$ cat config.mk
export PLATFORM = sky130hd
export DESIGN_NAME = sdram_init
export DESIGN_NICKNAME = d
export VERILOG_FILES = /design/src/rtl/sdram_init.sv
export SDC_FILE = /design/constraint.sdc
export NUM_CORES = 1
export LEC_CHECK = 0
export ABC_CLOCK_PERIOD_IN_PS = 3200
export CORE_ASPECT_RATIO = 2
export CORE_MARGIN = 10
export CORE_UTILIZATION = 52
export DETAILED_ROUTE_END_ITERATION = 8
export GPL_ROUTABILITY_DRIVEN = 0
export HOLD_SLACK_MARGIN = 0.02
export PLACE_DENSITY = 0.88
export SLEW_MARGIN = 5
export SYNTH_ARGS = -nofsm -noshare
export SYNTH_HDL_FRONTEND = slang
export SYNTH_SLANG_ARGS = --single-unit
$ cat constraint.sdc
create_clock -name Clk -period 3.2 [get_ports Clk]
set_clock_uncertainty 0.15 [all_clocks]
set_input_delay 0.8 -clock Clk [delete_from_list [all_inputs] [get_ports Clk]]
set_output_delay 0.8 -clock Clk [all_outputs]
set_load 0.01 [all_outputs]
$ cat src/rtl/sdram_init.sv
// SDRAM power-up initialization sequencer.
//
// After reset release a 16-bit cycle counter runs from zero. A small FSM
// steps through the JEDEC power-up sequence:
//   wait -> PRECHARGE ALL -> tRP -> AUTO REFRESH -> tRC -> AUTO REFRESH
//   -> tRC -> LOAD MODE REGISTER -> tMRD -> done.
// Each step is triggered by comparing the counter against a fixed
// milestone, so the position of every command is known at elaboration time.
//
// Milestones (in init_cnt values):
//   P  = INIT_WAIT       PRECHARGE ALL  (Saddr[10] = 1)
//   R1 = P  + TRP        first AUTO REFRESH
//   R2 = R1 + TRC        second AUTO REFRESH
//   M  = R2 + TRC        LOAD MODE REGISTER  (Saddr = MODE_REG)
//   D  = M  + TMRD       Init_done rises, init_cnt freezes
//
// The state register advances on the same edge that moves the counter
// onto a milestone. Command, Saddr and Init_done are therefore pure
// decodes of the registered state and only change on a rising clock edge.
//
// Parameter constraints: INIT_WAIT, TRP, TRC and TMRD must each be at
// least 1, ASIZE at least 11 so that Saddr[10] exists, and D must not
// exceed 65535 because the counter is 16 bits wide and never wraps.

module sdram_init #(
  parameter int               ASIZE     = 12,
  parameter int               INIT_WAIT = 20000,
  parameter int               TRP       = 2,
  parameter int               TRC       = 7,
  parameter int               TMRD      = 2,
  parameter logic [ASIZE-1:0] MODE_REG  = 12'b00_0_00_011_0_010
) (
  input  logic             Clk,
  input  logic             Rst_n,
  output logic [3:0]       Command,
  output logic [ASIZE-1:0] Saddr,
  output logic             Init_done,
  output logic [15:0]      init_cnt
);

  // Command encodings {Cs_n, Ras_n, Cas_n, We_n}.
  localparam logic [3:0] CMD_NOP          = 4'b0111;
  localparam logic [3:0] CMD_PRECHARGE    = 4'b0010;
  localparam logic [3:0] CMD_AUTO_REFRESH = 4'b0001;
  localparam logic [3:0] CMD_LOAD_MODE    = 4'b0000;

  // Sequencer states.
  localparam logic [3:0] ST_WAIT   = 4'd0;
  localparam logic [3:0] ST_PRE    = 4'd1;
  localparam logic [3:0] ST_TRP_W  = 4'd2;
  localparam logic [3:0] ST_REF1   = 4'd3;
  localparam logic [3:0] ST_TRC1_W = 4'd4;
  localparam logic [3:0] ST_REF2   = 4'd5;
  localparam logic [3:0] ST_TRC2_W = 4'd6;
  localparam logic [3:0] ST_MRS    = 4'd7;
  localparam logic [3:0] ST_TMRD_W = 4'd8;
  localparam logic [3:0] ST_DONE   = 4'd9;

  // Milestones, computed as integers and then narrowed to counter width.
  localparam int MS_P  = INIT_WAIT;
  localparam int MS_R1 = MS_P  + TRP;
  localparam int MS_R2 = MS_R1 + TRC;
  localparam int MS_M  = MS_R2 + TRC;
  localparam int MS_D  = MS_M  + TMRD;

  localparam logic [15:0] CNT_P  = 16'(MS_P);
  localparam logic [15:0] CNT_R1 = 16'(MS_R1);
  localparam logic [15:0] CNT_R2 = 16'(MS_R2);
  localparam logic [15:0] CNT_M  = 16'(MS_M);
  localparam logic [15:0] CNT_D  = 16'(MS_D);

  logic [3:0]  state;
  logic [3:0]  state_next;
  logic [15:0] cnt_inc;

  assign cnt_inc = init_cnt + 16'd1;

  // Next-state logic: each transition fires when the counter is about to
  // land on the milestone of the target state. Spacing states are skipped
  // when the corresponding spacing is a single clock.
  always_comb begin
    // NOTE: every variable written here gets a default first, so no path
    // leaves it unassigned and no latch is inferred.
    state_next = state;
    case (state)
      ST_WAIT:   if (cnt_inc == CNT_P)  state_next = ST_PRE;
      ST_PRE:    state_next = (cnt_inc == CNT_R1) ? ST_REF1 : ST_TRP_W;
      ST_TRP_W:  if (cnt_inc == CNT_R1) state_next = ST_REF1;
      ST_REF1:   state_next = (cnt_inc == CNT_R2) ? ST_REF2 : ST_TRC1_W;
      ST_TRC1_W: if (cnt_inc == CNT_R2) state_next = ST_REF2;
      ST_REF2:   state_next = (cnt_inc == CNT_M)  ? ST_MRS  : ST_TRC2_W;
      ST_TRC2_W: if (cnt_inc == CNT_M)  state_next = ST_MRS;
      ST_MRS:    state_next = (cnt_inc == CNT_D)  ? ST_DONE : ST_TMRD_W;
      ST_TMRD_W: if (cnt_inc == CNT_D)  state_next = ST_DONE;
      ST_DONE:   state_next = ST_DONE;
      default:   state_next = ST_WAIT;
    endcase
  end

  // State and counter registers with synchronous active-low reset; the
  // counter freezes once the sequence reaches DONE.
  always_ff @(posedge Clk) begin
    // NOTE: sequential state uses non-blocking assignments so every
    // register samples pre-edge values and simulation matches hardware.
    if (!Rst_n) begin
      state    <= ST_WAIT;
      init_cnt <= 16'd0;
    end else begin
      state <= state_next;
      if (state != ST_DONE) begin
        init_cnt <= cnt_inc;
      end
    end
  end

  // Output decode of the registered state: one command cycle per
  // command state, NOP with a zero address bus everywhere else.
  always_comb begin
    Command   = CMD_NOP;
    Saddr     = '0;
    Init_done = 1'b0;
    case (state)
      ST_PRE: begin
        Command   = CMD_PRECHARGE;
        Saddr[10] = 1'b1;
      end
      ST_REF1, ST_REF2: begin
        Command = CMD_AUTO_REFRESH;
      end
      ST_MRS: begin
        Command = CMD_LOAD_MODE;
        Saddr   = MODE_REG;
      end
      ST_DONE: begin
        Init_done = 1'b1;
      end
      default: begin
        Command = CMD_NOP;
      end
    endcase
  end

endmodule

==> summary.md <==
| Metric | Value |
|---|---|
| Hold bufs inserted after CTS | 0 |
| CP bufs+invs | 2 |
| Timing startpoint of the critical path | state[1]$_SDFFE_PN0P_ |
| Synth Register Bits | 20 |
| Final Cycle Share | 90.6% |
| Slowest stage cell, crit path | clkdlybuf4s50_1 |
| Die X-Extent | 56.4 µm |
| Critical Path Fanout Max | 14 |
| Nets | 199 |
| Reg clk slew, reported paths | 0.07 ns |
| DRT Pass-1 Iters | 4 |
| Leak Pwr | 0.627 nW |
| Finish-stage setup viols | 0 |
| Grt total ovfl | 0 |
| Post-synth EDFFs | 0 |
| Critical path's top delay family | buffers and inverters |
| Status | finished clean |
| Crit-path cells | nand4bb_1 > inv_1 > clkdlybuf4s50_1 |
| Ant. Diodes | 0 |
| Synth area leader | dfxtp_1 |
| Crit-path max cell delay | 0.57 ns |
| Max-cap viol count | 0 |
| Reg2Reg Launch Point | init_cnt[0]$_SDFFE_PN0N_ |
| Post-DP HPWL | 2560 µm |
| Initial DRC Count | 43 |
| Drt drc | 0 |
| Synth area leaders | dfxtp_1 (29%), buf_4 (7.6%), xnor2_1 (7.6%) |
| Gate Count Post-Synth | 174 |
| DR WL/cell | 15.1 µm |
| Area grow syn2layout | 16.8% |
| Post-Syn Area | 0.00138 mm² |
| Via density | 5.61 |
| Synth top area share | 29.0% |
| WL final | 3300 µm |
| Commonest cells after routing, fill and taps aside | clkdlybuf4s50_1 (25), dfxtp_1 (20), nand2_1 (18), and2_1 (16), xnor2_1 (12) |
| Setup CP Type | reg -> out |
| CP Depth | 3 |
| FF-to-FF path depth | 7 |
| Cell Rows | 26 |
| CTS resizes | 0 |
| Final setup TNS | 0 ns |
| Initial antenna violation count | 0 |
| Non-Filler Instances | 219 |
| Largest net degree at the start of global routing | 19 |
| Worst VDD drop | 0.255 mV |
| Clock latency on the worst-skew pair | 0.26 ns |
| Seq/Total Area, Yosys | 29.0% |
| Crit end category | output pin |
| Worst Hold Depth | 2 |
| Pins Over Slew Limit | 0 |
| Clock Path Buffers | 2 |
| Core footprint | 0.00254 mm² |
| Type of the most critical hold path | reg -> reg |
| Ys async rst share | 0% |
| CTS Buf Count | 3 |
| Post-Syn Area per Cell | 7.94 µm² |
| Crit path launch type | flop |
| CTS tree | done |
| Number of nets with antenna violations after routing | 0 |
| Clock Sinks | 20 |
| Die height | 92.9 µm |
| Hold Startpoint | init_cnt[15]$_SDFFE_PN0N_ |
| Endpoint arrival time on the critical path | 1.95 ns |
| # port buffers | 25 |
| Via count | 1228 |
| Unique masters post-synth | 44 |
| Number of global-route vias before repair | 1233 |
| Max Freq | 0.345 GHz |
| Post-synth top flop | dfxtp_1 |
| Placed Cells | 216 |
| PD cells | 291 mW/mm² |
| Starting density of the core | 54.4% |
| Final Hold Viols | 0 |
| Postcts setup bufs | 0 |
| First-pass GRT wire length | 5660 µm |
| Post-route minimum period | 2.90 ns |
| Max H-tree Level | 1 |
| Reg2Reg Setup Slack | 0.91 ns |
| Die area | 0.00524 mm² |
| RSZ-0062 raised after global routing | no |
| CTS Root Cell | clkbuf_8 |
| Layout cells sized above 1 | 4.71% |
| Yosys warns | 0 |
| GRT Overall Usage | 12.7% |
| Top-Level Pins | 35 |
| Most common cell after layout, fill and taps aside | clkdlybuf4s50_1 |
| Req. time, crit path | 2.25 ns |
worst paths after layout:
check,end
max,Init_done
min,init_cnt[15]$_SDFFE_PN0N_
max reg2reg,state[0]$_SDFFE_PN0P_
min reg2reg,init_cnt[15]$_SDFFE_PN0N_
logic make-up (layout without fill, tap and decap cells):
logic type	Yosys count	in the layout	share of synthesized area [%]
multiplexers	1	1	0.815
flip-flops	20	20	29.0
XOR/XNOR	16	16	10.1
AND/OR/NAND/NOR	81	81	33.4
other	1	9	0.271
adder cells (fa/ha/maj)	4	4	3.62
AO/OA/AOI/OAI	25	25	11.5
buffers and inverters	26	35	11.2
report_power, final:
part           switching, mW  leakage [nW]  internal [mW]
Combinational         0.0280         0.444         0.0200
Clock                 0.0791        0.0216         0.0837
Sequential           0.00714         0.162          0.252
Total                  0.114         0.627          0.356
metrics by stage:
stage	hold slack, ns	setup slack (ns)	instance area (µm²)	power (mW)	util [%]
after floorplan	0.377	1.01	1410	0.303	-
after global placement	0.351	0.677	1570	0.311	61.9
after detailed placement	0.371	0.573	1570	0.312	61.9
after CTS	0.385	0.297	1610	0.470	63.6
after global routing	0.427	0.147	1610	0.490	63.6
final	0.381	0.302	1610	0.470	63.6
cells in the mapped netlist (all sizes together), types with 2 or more instances:
cell type,count
o22ai,2
xor2,4
nor2,11
nor3,4
nor4b,2
nand2b,3
nand3,4
buf,19
a211o,2
xnor2,12
nand3b,2
o21ai,10
dfxtp,20
nand4,6
and2,16
ha,4
inv,6
a21oi,3
nand2,18
nor2b,2
and3,5
or3,3
state kept, by name, indices dropped and copies added, names as in the netlist:
name	count
state	4
init_cnt	16
worst reg2reg max path: cells and delay by family (launching register included):
kind	cells	cell delay, ns
DFF	1	0.40
and+or+nand+nor	3	0.79
AOI/OAI and AO/OA	3	0.55
adders and majority gates	1	0.33
routing by layer:
metal	up-vias	wire, µm	track usage [%]
met1	578	1160	11.8
met4	0	65	5.24
met3	7	255	4.92
met5	-	0	0
li1	612	-	-
met2	31	1820	23.5
layout make-up:
type,count,area (µm²)
flip-flops and latches,20,400
repair buffers,26,258
clock buffers,3,41.3
well taps,28,35.0
inverters,6,22.5
fillers,225,925
multi-input cells,136,856
Note: power is estimated with default switching activity, not from simulation.
